File: src/rtl/demux_1to2_stream_pkg.sv
// Shared defaults and helpers for the 1-to-2 stream demux.
// Imported by the FIFO and the top level.
package demux_1to2_stream_pkg;

  localparam int DEMUX_WIDTH_DEF = 32;
  localparam int DEMUX_DEPTH_DEF = 2;

  function automatic int cnt_w(input int depth);
    return $clog2(depth + 1);
  endfunction

endpackage

File: src/rtl/demux_out_fifo.sv
// Per-output show-ahead FIFO with occupancy count.
// The storage array is deliberately left out of reset.
module demux_out_fifo
  import demux_1to2_stream_pkg::*;
#(
  parameter int WIDTH = DEMUX_WIDTH_DEF,
  parameter int DEPTH = DEMUX_DEPTH_DEF,
  localparam int CW = cnt_w(DEPTH)
) (
  input  logic             clk,
  input  logic             rst,
  input  logic             push,
  input  logic [WIDTH-1:0] push_data,
  input  logic             pop,
  output logic             full,
  output logic             valid,
  output logic [WIDTH-1:0] head_data,
  output logic [CW-1:0]    count
);

  localparam int AW = $clog2(DEPTH);
  localparam logic [CW-1:0] FULL_CNT = CW'(DEPTH);

  logic [WIDTH-1:0] mem [DEPTH];
  logic [AW-1:0]    wr_ptr;
  logic [AW-1:0]    rd_ptr;
  logic             push_ok;
  logic             pop_ok;

  assign full  = (count == FULL_CNT);
  assign valid = (count != '0);

  // Guard locally so a misbehaving caller cannot corrupt the count.
  assign push_ok = push && !full;
  assign pop_ok  = pop && valid;

  assign head_data = valid ? mem[rd_ptr] : '0;

  always_ff @(posedge clk) begin
    if (push_ok) mem[wr_ptr] <= push_data;
  end

  always_ff @(posedge clk or posedge rst) begin
    if (rst) begin
      wr_ptr <= '0;
      rd_ptr <= '0;
      count  <= '0;
    end else begin
      if (push_ok) wr_ptr <= wr_ptr + 1'b1;
      if (pop_ok)  rd_ptr <= rd_ptr + 1'b1;
      case ({push_ok, pop_ok})
        2'b10:   count <= count + 1'b1;
        2'b01:   count <= count - 1'b1;
        default: count <= count;
      endcase
    end
  end

endmodule

File: src/rtl/demux_1to2_stream.sv
// 1-to-2 stream demux: one producer, two independently
// buffered consumers; a stall on one side never blocks the other.
module demux_1to2_stream
  import demux_1to2_stream_pkg::*;
#(
  parameter int WIDTH = DEMUX_WIDTH_DEF,
  parameter int DEPTH = DEMUX_DEPTH_DEF,
  localparam int CW = cnt_w(DEPTH)
) (
  input  logic             clk,
  input  logic             rst,
  input  logic             in_valid,
  output logic             in_ready,
  input  logic             in_sel,
  input  logic [WIDTH-1:0] in_data,
  output logic             out0_valid,
  input  logic             out0_ready,
  output logic [WIDTH-1:0] out0_data,
  output logic             out1_valid,
  input  logic             out1_ready,
  output logic [WIDTH-1:0] out1_data,
  output logic [CW-1:0]    out0_count,
  output logic [CW-1:0]    out1_count
);

  logic full0;
  logic full1;
  logic push0;
  logic push1;
  logic xfer;

  // Ready depends only on the selected FIFO's fill state.
  assign in_ready = in_sel ? !full1 : !full0;
  assign xfer     = in_valid && in_ready;
  assign push0    = xfer && !in_sel;
  assign push1    = xfer && in_sel;

  demux_out_fifo #(
    .WIDTH(WIDTH),
    .DEPTH(DEPTH)
  ) u_fifo0 (
    .clk      (clk),
    .rst      (rst),
    .push     (push0),
    .push_data(in_data),
    .pop      (out0_ready),
    .full     (full0),
    .valid    (out0_valid),
    .head_data(out0_data),
    .count    (out0_count)
  );

  demux_out_fifo #(
    .WIDTH(WIDTH),
    .DEPTH(DEPTH)
  ) u_fifo1 (
    .clk      (clk),
    .rst      (rst),
    .push     (push1),
    .push_data(in_data),
    .pop      (out1_ready),
    .full     (full1),
    .valid    (out1_valid),
    .head_data(out1_data),
    .count    (out1_count)
  );

endmodule
File: config.mk
export PLATFORM = sky130hd
export DESIGN_NAME = demux_1to2_stream
export DESIGN_NICKNAME = d
export VERILOG_FILES = /design/src/rtl/demux_1to2_stream_pkg.sv /design/src/rtl/demux_out_fifo.sv /design/src/rtl/demux_1to2_stream.sv
export SDC_FILE = /design/constraint.sdc
export NUM_CORES = 1
export LEC_CHECK = 0
export ABC_AREA = 1
export CELL_PAD_IN_SITES_DETAIL_PLACEMENT = 1
export CELL_PAD_IN_SITES_GLOBAL_PLACEMENT = 1
export CORE_UTILIZATION = 41
export DETAILED_ROUTE_END_ITERATION = 8
export PLACE_DENSITY = 0.9
export SLEW_MARGIN = 20
export SYNTH_ARGS = -nofsm -noshare
export SYNTH_HDL_FRONTEND = slang
export SYNTH_SLANG_ARGS = --single-unit
File: constraint.sdc
create_clock -name clk -period 2.9 [get_ports clk]
set_input_delay 0.29 -clock clk [delete_from_list [all_inputs] [get_ports clk]]
set_output_delay 0.29 -clock clk [all_outputs]
set_load 0.005 [all_outputs]
==> out/results.ini, run 1 <==
[routing]
ant_nets = 0
vias_per_cell = 5.10
drc_errors = 0
first_iter_violations = 160
wl_per_cell_um = 20.3
dr.pass1.iters = 4
vias = 3614
drt-total-wl_um = 14400

[synth]
synth_commonest_cells = nand2_1 (149), edfxtp_1 (128), a21oi_1 (64)
ys_types = 17
ys_async_sr_fraction_pct = 5.88
syn_inst = 409
yosysSeqAreaShare_pct = 76.1
ys.flop_type = edfxtp_1
synth-edff-count = 128
yosys_register_bits = 136
syn_nets = 449
ys_warn_count = 0
synth_most_common_cell = nand2_1
syn_area_per_cell_sq_um = 13.0
syn-cell-area_sq_um = 5320
synthDominantCellAreaShare_pct = 72.3
synthTopCellsByArea = edfxtp_1 (72%), nand2_1 (11%), a21oi_1 (6.0%)
synth_top_area_cell = edfxtp_1

[flow_run]
max-cap-violations = 0

[clock_tree]
cts.clk_slew.worst_paths_ps = 50
post_cts_resized = 0
cts_buffers = 17
worstSkewPairLatency_ps = 430
ctsHoldBuffers = 0
htree_levels = 4
clock_sinks = 136
tritoncts = done
clk_path_buf_depth = 2
post_cts_buffers = 0
clockRootBuffer = clkbuf_16

[final_layout]
design_area_sq_um = 7150
area_growth_pct = 34.5
drive_gt1_share_pct = 9.12
fin_cells = 709
utilization_pct = 56.7
diodes = 0
fin_nets = 564

[timing]
slew_viol_final = 0
rsz0062_at_grt = no
max_freq_mhz = 392
setup-tns-final_ps = 0
setup_viol = 0
layout_min_cycle_time_ps = 2550
tightest_slew_ps = 639
clock_skew_ps = 12.6
hold_viol = 0
period_share_pct = 87.9
relSlewSlack_pct = 57.3

[placement]
io_buffer_count = 108
placed_cell_area_sq_um = 6540
dp_cells = 677
place_hpwl_um = 8930
gp_congestion = 0.714

[global_routing]
grt_overflow = 0
grt_pass1_wl_um = 22000
grt_pass1_vias = 3956
antenna_found_initial = 0
grt_max_degree = 34
grt_use_total_pct = 23.2

[setup_path]
reg2reg_slack_ps = 730
critPathCaptureType = primary output
r2r-start = u_fifo1.count[0]
startpoint = u_fifo0.count[0]
cpPeakStageDelay_ps = 490
path_max_fanout = 22
required_ps = 2610
crit_path_cell_trace = nor2_4, buf_4, a21oi_1, clkdlybuf4s50_1
r2r_end = u_fifo1.count[1]
cp_num_cells = 4
cp_num_buf_inv = 2
critPathLaunchType = flop
crit_path_end = out0_data[5]
critPathTopFamily = buffers and inverters
cp_slowest_cell = nor2_4
crit_arrival_ps = 2260
worst_r2r_path_depth = 8
path_class = flop to primary output

[die]
rows = 41
io_pins = 109
start_util_pct = 42.1
die_w_um = 116
die_h_um = 116
die-area_sq_um = 13400
core_area_sq_um = 12600

[power]
peakVddDrop_mv = 0.660
p_leak_nw = 2.60
power_density_nw_per_um2 = 1070

[run_status]
outcome = complete, no violations

[min_path]
hold_path.class = input pin to asynchronous set/reset pin

-- cell families after synthesis --
group | after synthesis | synth area share, %
flip-flops | 136 | 76.1
buffers and inverters | 40 | 4.64
AO/OA/AOI/OAI | 66 | 6.21
AND/OR/NAND/NOR | 163 | 12.3
adder cells (fa/ha/maj) | 2 | 0.471
XOR/XNOR | 2 | 0.330
-- how the worst min path moves through the flow --
stage / from / slack (ps) / cells after the start / endpoint
final: rst / 140 / 2 / u_fifo0.wr_ptr
after floorplan: rst / 110 / 1 / u_fifo0.count[0]
after global placement: u_fifo1.wr_ptr / 450 / 2 / u_fifo1.wr_ptr
after detailed placement: u_fifo0.wr_ptr / 470 / 2 / u_fifo0.wr_ptr
after global routing: rst / 170 / 2 / u_fifo0.wr_ptr
after CTS: rst / 140 / 2 / u_fifo1.rd_ptr
-- metrics by stage --
stage | worst slack [ps] | hold WS, ps | total power [mW]
final | 351 | 142 | 7.62
after global routing | 207 | 173 | 7.98
after CTS | 321 | 142 | 7.69
after detailed placement | 780 | 467 | 5.39
after global placement | 813 | 454 | 5.25
after floorplan | 407 | 106 | 3.91
-- cells in the final DEF, fill, tap and decap left out --
master	instances
buf_4	6
clkbuf_16	17
clkbuf_1	1
edfxtp_1	128
nor2_1	2
o21ai_0	2
bufinv_16	4
a21oi_1	64
dfrtp_1	8
xnor2_1	2
clkinv_4	1
nand4_1	4
clkinv_1	2
ha_1	2
nand2_1	149
nand3_2	2
inv_2	4
nand3_1	2
clkinv_2	6
buf_12	2
clkinvlp_4	3
inv_1	14
nor2_4	4
clkdlybuf4s50_1	108
-- sequential cells by signal, summed over array words and instances (netlist names) --
name,cells
u_fifo0.mem,64
u_fifo0.wr_ptr,1
u_fifo1.count,2
u_fifo1.wr_ptr,1
u_fifo1.mem,64
u_fifo0.count,2
u_fifo0.rd_ptr,1
u_fifo1.rd_ptr,1
-- area by class of cell --
type | count | area (sq um)
multi-input combinational | 233 | 1040
tap | 172 | 215
clock buffer | 18 | 429
sequential | 136 | 4040
inverter | 20 | 75.1
timing repair buffer | 116 | 1170
fill | 1328 | 5470
clock inverter | 14 | 181
-- layer usage --
layer / global-route usage (%) / vias to the layer above / part of all wire, % / routed length (um)
li1: - / 1642 / - / -
met1: 25.9 / 1837 / 39 / 5660
met2: 41.2 / 102 / 53 / 7690
met3: 6.07 / 33 / 4.4 / 636
met4: 11.3 / 0 / 2.7 / 395
met5: 0 / - / 0 / 0
-- power breakdown --
| group | internal (mW) | switching [mW] |
|---|---|---|
| clock | 1.43 | 0.825 |
| sequential | 2.46 | 0.133 |
| combinational | 1.30 | 1.47 |
| total | 5.19 | 2.43 |
-- worst register-to-register path: stages (launching register included) --
cell and delay, ps:
dfrtp_1 460, nor2_4 450, buf_4 340, nor2_1 110, ha_1 360, inv_1 110
nand3_1 90, nand2_1 80, nand2_1 60
(Power assumes the default switching activity.)
==> run 2, diff against run 1 <==
- CORE_MARGIN: default -> 5
==> run 2 against run 1 <==
  * Non-clock buffer count is 1 higher
  * Clock power fell by 12%
  * Cell count unchanged
  * Utilization decreased by 0.71 points
  * Via count shrank 1.1%
  * Design area down 0.86%
  * Sequential share of layout area grew 0.49 points
  * Combinational power hardly changed
  * Critical path type unchanged
  * Largest cell class unchanged
  * Largest power group unchanged
  * Highest routed layer unchanged
==> out/results.ini, run 2 (same netlist as run 1, synthesis figures left out) <==
[run_status]
outcome = complete, no violations

[die]
die-area_sq_um = 15300  ; +14%
rows = 41  ; unchanged
die_h_um = 124  ; +6.9%
start_util_pct = 41.9  ; -0.17 points
die_w_um = 124  ; +6.9%
io_pins = 109  ; unchanged
core_area_sq_um = 12700  ; +0.41%

[timing]
relSlewSlack_pct = 57.3  ; about the same
max_freq_mhz = 394  ; +0.52%
layout_min_cycle_time_ps = 2540  ; -13.2 ps
period_share_pct = 87.4  ; -0.46 points
setup_viol = 0  ; unchanged
tightest_slew_ps = 639  ; +0.0294 ps
rsz0062_at_grt = no
slew_viol_final = 0  ; unchanged
hold_viol = 0  ; unchanged
clock_skew_ps = 3.87  ; -8.72 ps
setup-tns-final_ps = 0  ; unchanged

[power]
power_frac_comb_pct = 38.0  ; +1.6 points
switching_power_mw = 2.36  ; -2.8%
p_seq_share_pct = 35.1  ; +1.1 points
peakVddDrop_mv = 0.510  ; -23%
p_int_mw = 5.00  ; -3.6%
p_leak_nw = 2.59  ; -0.30%
power_mw = 7.36  ; -3.3%
p_clk_share_pct = 26.9  ; -2.7 points
switching_share_pct = 32.0  ; +0.18 points
power_density_nw_per_um2 = 1040  ; -2.5%

[final_layout]
nFillCells = 1307  ; -1.6%
area_growth_pct = 33.4
fin_nets = 565  ; +0.18%
layout_common_cells = nand2_1 (149), edfxtp_1 (128), clkdlybuf4s50_1 (108), a21oi_1 (64), clkbuf_16 (17)
drive_gt1_share_pct = 8.38  ; -0.74 points
reg_top3 = u_fifo0.mem: 64 flops, u_fifo1.mem: 64 flops
diodes = 0  ; unchanged
final_common_cell = nand2_1
fin_cells = 709  ; unchanged
design_area_sq_um = 7090  ; -0.86%

[clock_tree]
post_cts_buffers = 0  ; unchanged
cts.clk_slew.worst_paths_ps = 50  ; about the same
worstSkewPairLatency_ps = 410  ; -20 ps
ctsHoldBuffers = 0  ; unchanged
clockRootBuffer = clkbuf_16
tritoncts = done
clock_sinks = 136  ; unchanged
post_cts_resized = 0  ; unchanged
cts_buffers = 17  ; unchanged
htree_levels = 4  ; unchanged
clk_path_buf_depth = 2  ; unchanged

[routing]
wl_per_cell_um = 20.2  ; -0.26%
ant_nets = 0  ; unchanged
first_iter_violations = 185  ; +16%
drc_errors = 0  ; unchanged
dr.pass1.iters = 4  ; unchanged
drt-total-wl_um = 14400  ; -0.26%
vias = 3574  ; -1.1%
vias_per_cell = 5.04  ; -1.1%

[setup_path]
startpoint = u_fifo0.rd_ptr
crit_arrival_ps = 2250  ; about the same
r2r-start = u_fifo0.count[1]
critPathLaunchType = flop
path_class = flop to primary output
path_max_fanout = 33  ; +50%
required_ps = 2610  ; about the same
critPathCaptureType = primary output

[global_routing]
grt_max_degree = 34  ; unchanged
antenna_found_initial = 0  ; unchanged
grt_use_total_pct = 19.7  ; -3.5 points
grt_pass1_vias = 3954  ; -0.051%
grt_overflow = 0  ; unchanged
grt_pass1_wl_um = 22000  ; about the same

[placement]
io_buffer_count = 108  ; unchanged
dp_cells = 678  ; +0.15%
place_hpwl_um = 9600  ; +7.5%
gp_congestion = 0.769  ; +7.6%
placed_cell_area_sq_um = 6550  ; +0.11%

[min_path]
hold_path.class = input pin to asynchronous set/reset pin

[flow_run]
max-cap-violations = 0  ; unchanged

-- run 2: critical path, cell delays in order, from the launching register on --
cell             delay, ps
dfrtp_1                390
inv_2                  480
nand2_1                150
a21oi_1                260
clkdlybuf4s50_1        550
-- run 2: area by class of cell --
type / instances / area [sq um] / share of cell area, %
sequential: 136 / 4040 / 57.0
timing repair buffer: 117 / 1170 / 16.6
multi-input combinational: 233 / 1040 / 14.7
clock buffer: 18 / 429 / 6.05
tap: 172 / 215 / 3.04
clock inverter: 13 / 113 / 1.59
inverter: 20 / 75.1 / 1.06
-- run 2: final timing paths --
path	end	depth (start not counted)	slack, ps
worst max-delay path	out0_data[29]	4	360
worst min-delay path	u_fifo0.count[1]	2	150
worst max register to register	u_fifo0.count[1]	8	880
worst min register to register	u_fifo0.wr_ptr	2	480
max in group asynchronous	u_fifo1.rd_ptr	2	2490
min in group clk	u_fifo0.wr_ptr	2	480
-- run 2: metrics by stage --
stage	utilization, %	setup WS (ps)	hold slack, ps
2_1_floorplan	-	407	106
3_3_place_gp	51.7	844	452
3_5_place_dp	51.7	779	476
4_1_cts	55.9	282	142
5_1_grt	55.9	235	189
6_report	55.9	364	148
-- run 2: power groups by stage --
stage	registers [mW]	clock network (mW)	logic (mW)
4_1_cts	2.59	2.02	2.86
5_1_grt	2.61	2.11	3.05
2_1_floorplan	2.60	0	1.31
3_5_place_dp	2.62	0	2.83
6_report	2.59	1.98	2.80
3_3_place_gp	2.60	0	2.71
-- run 2: routing by layer --
metal  vias to the layer above  routed length (um)  GRT usage (%)
li1                       1655                   -              -
met1                      1813                5910           23.4
met2                        89                7720           34.9
met3                        17                 475           3.86
met4                         0                 248           8.30
met5                         -                   0              0
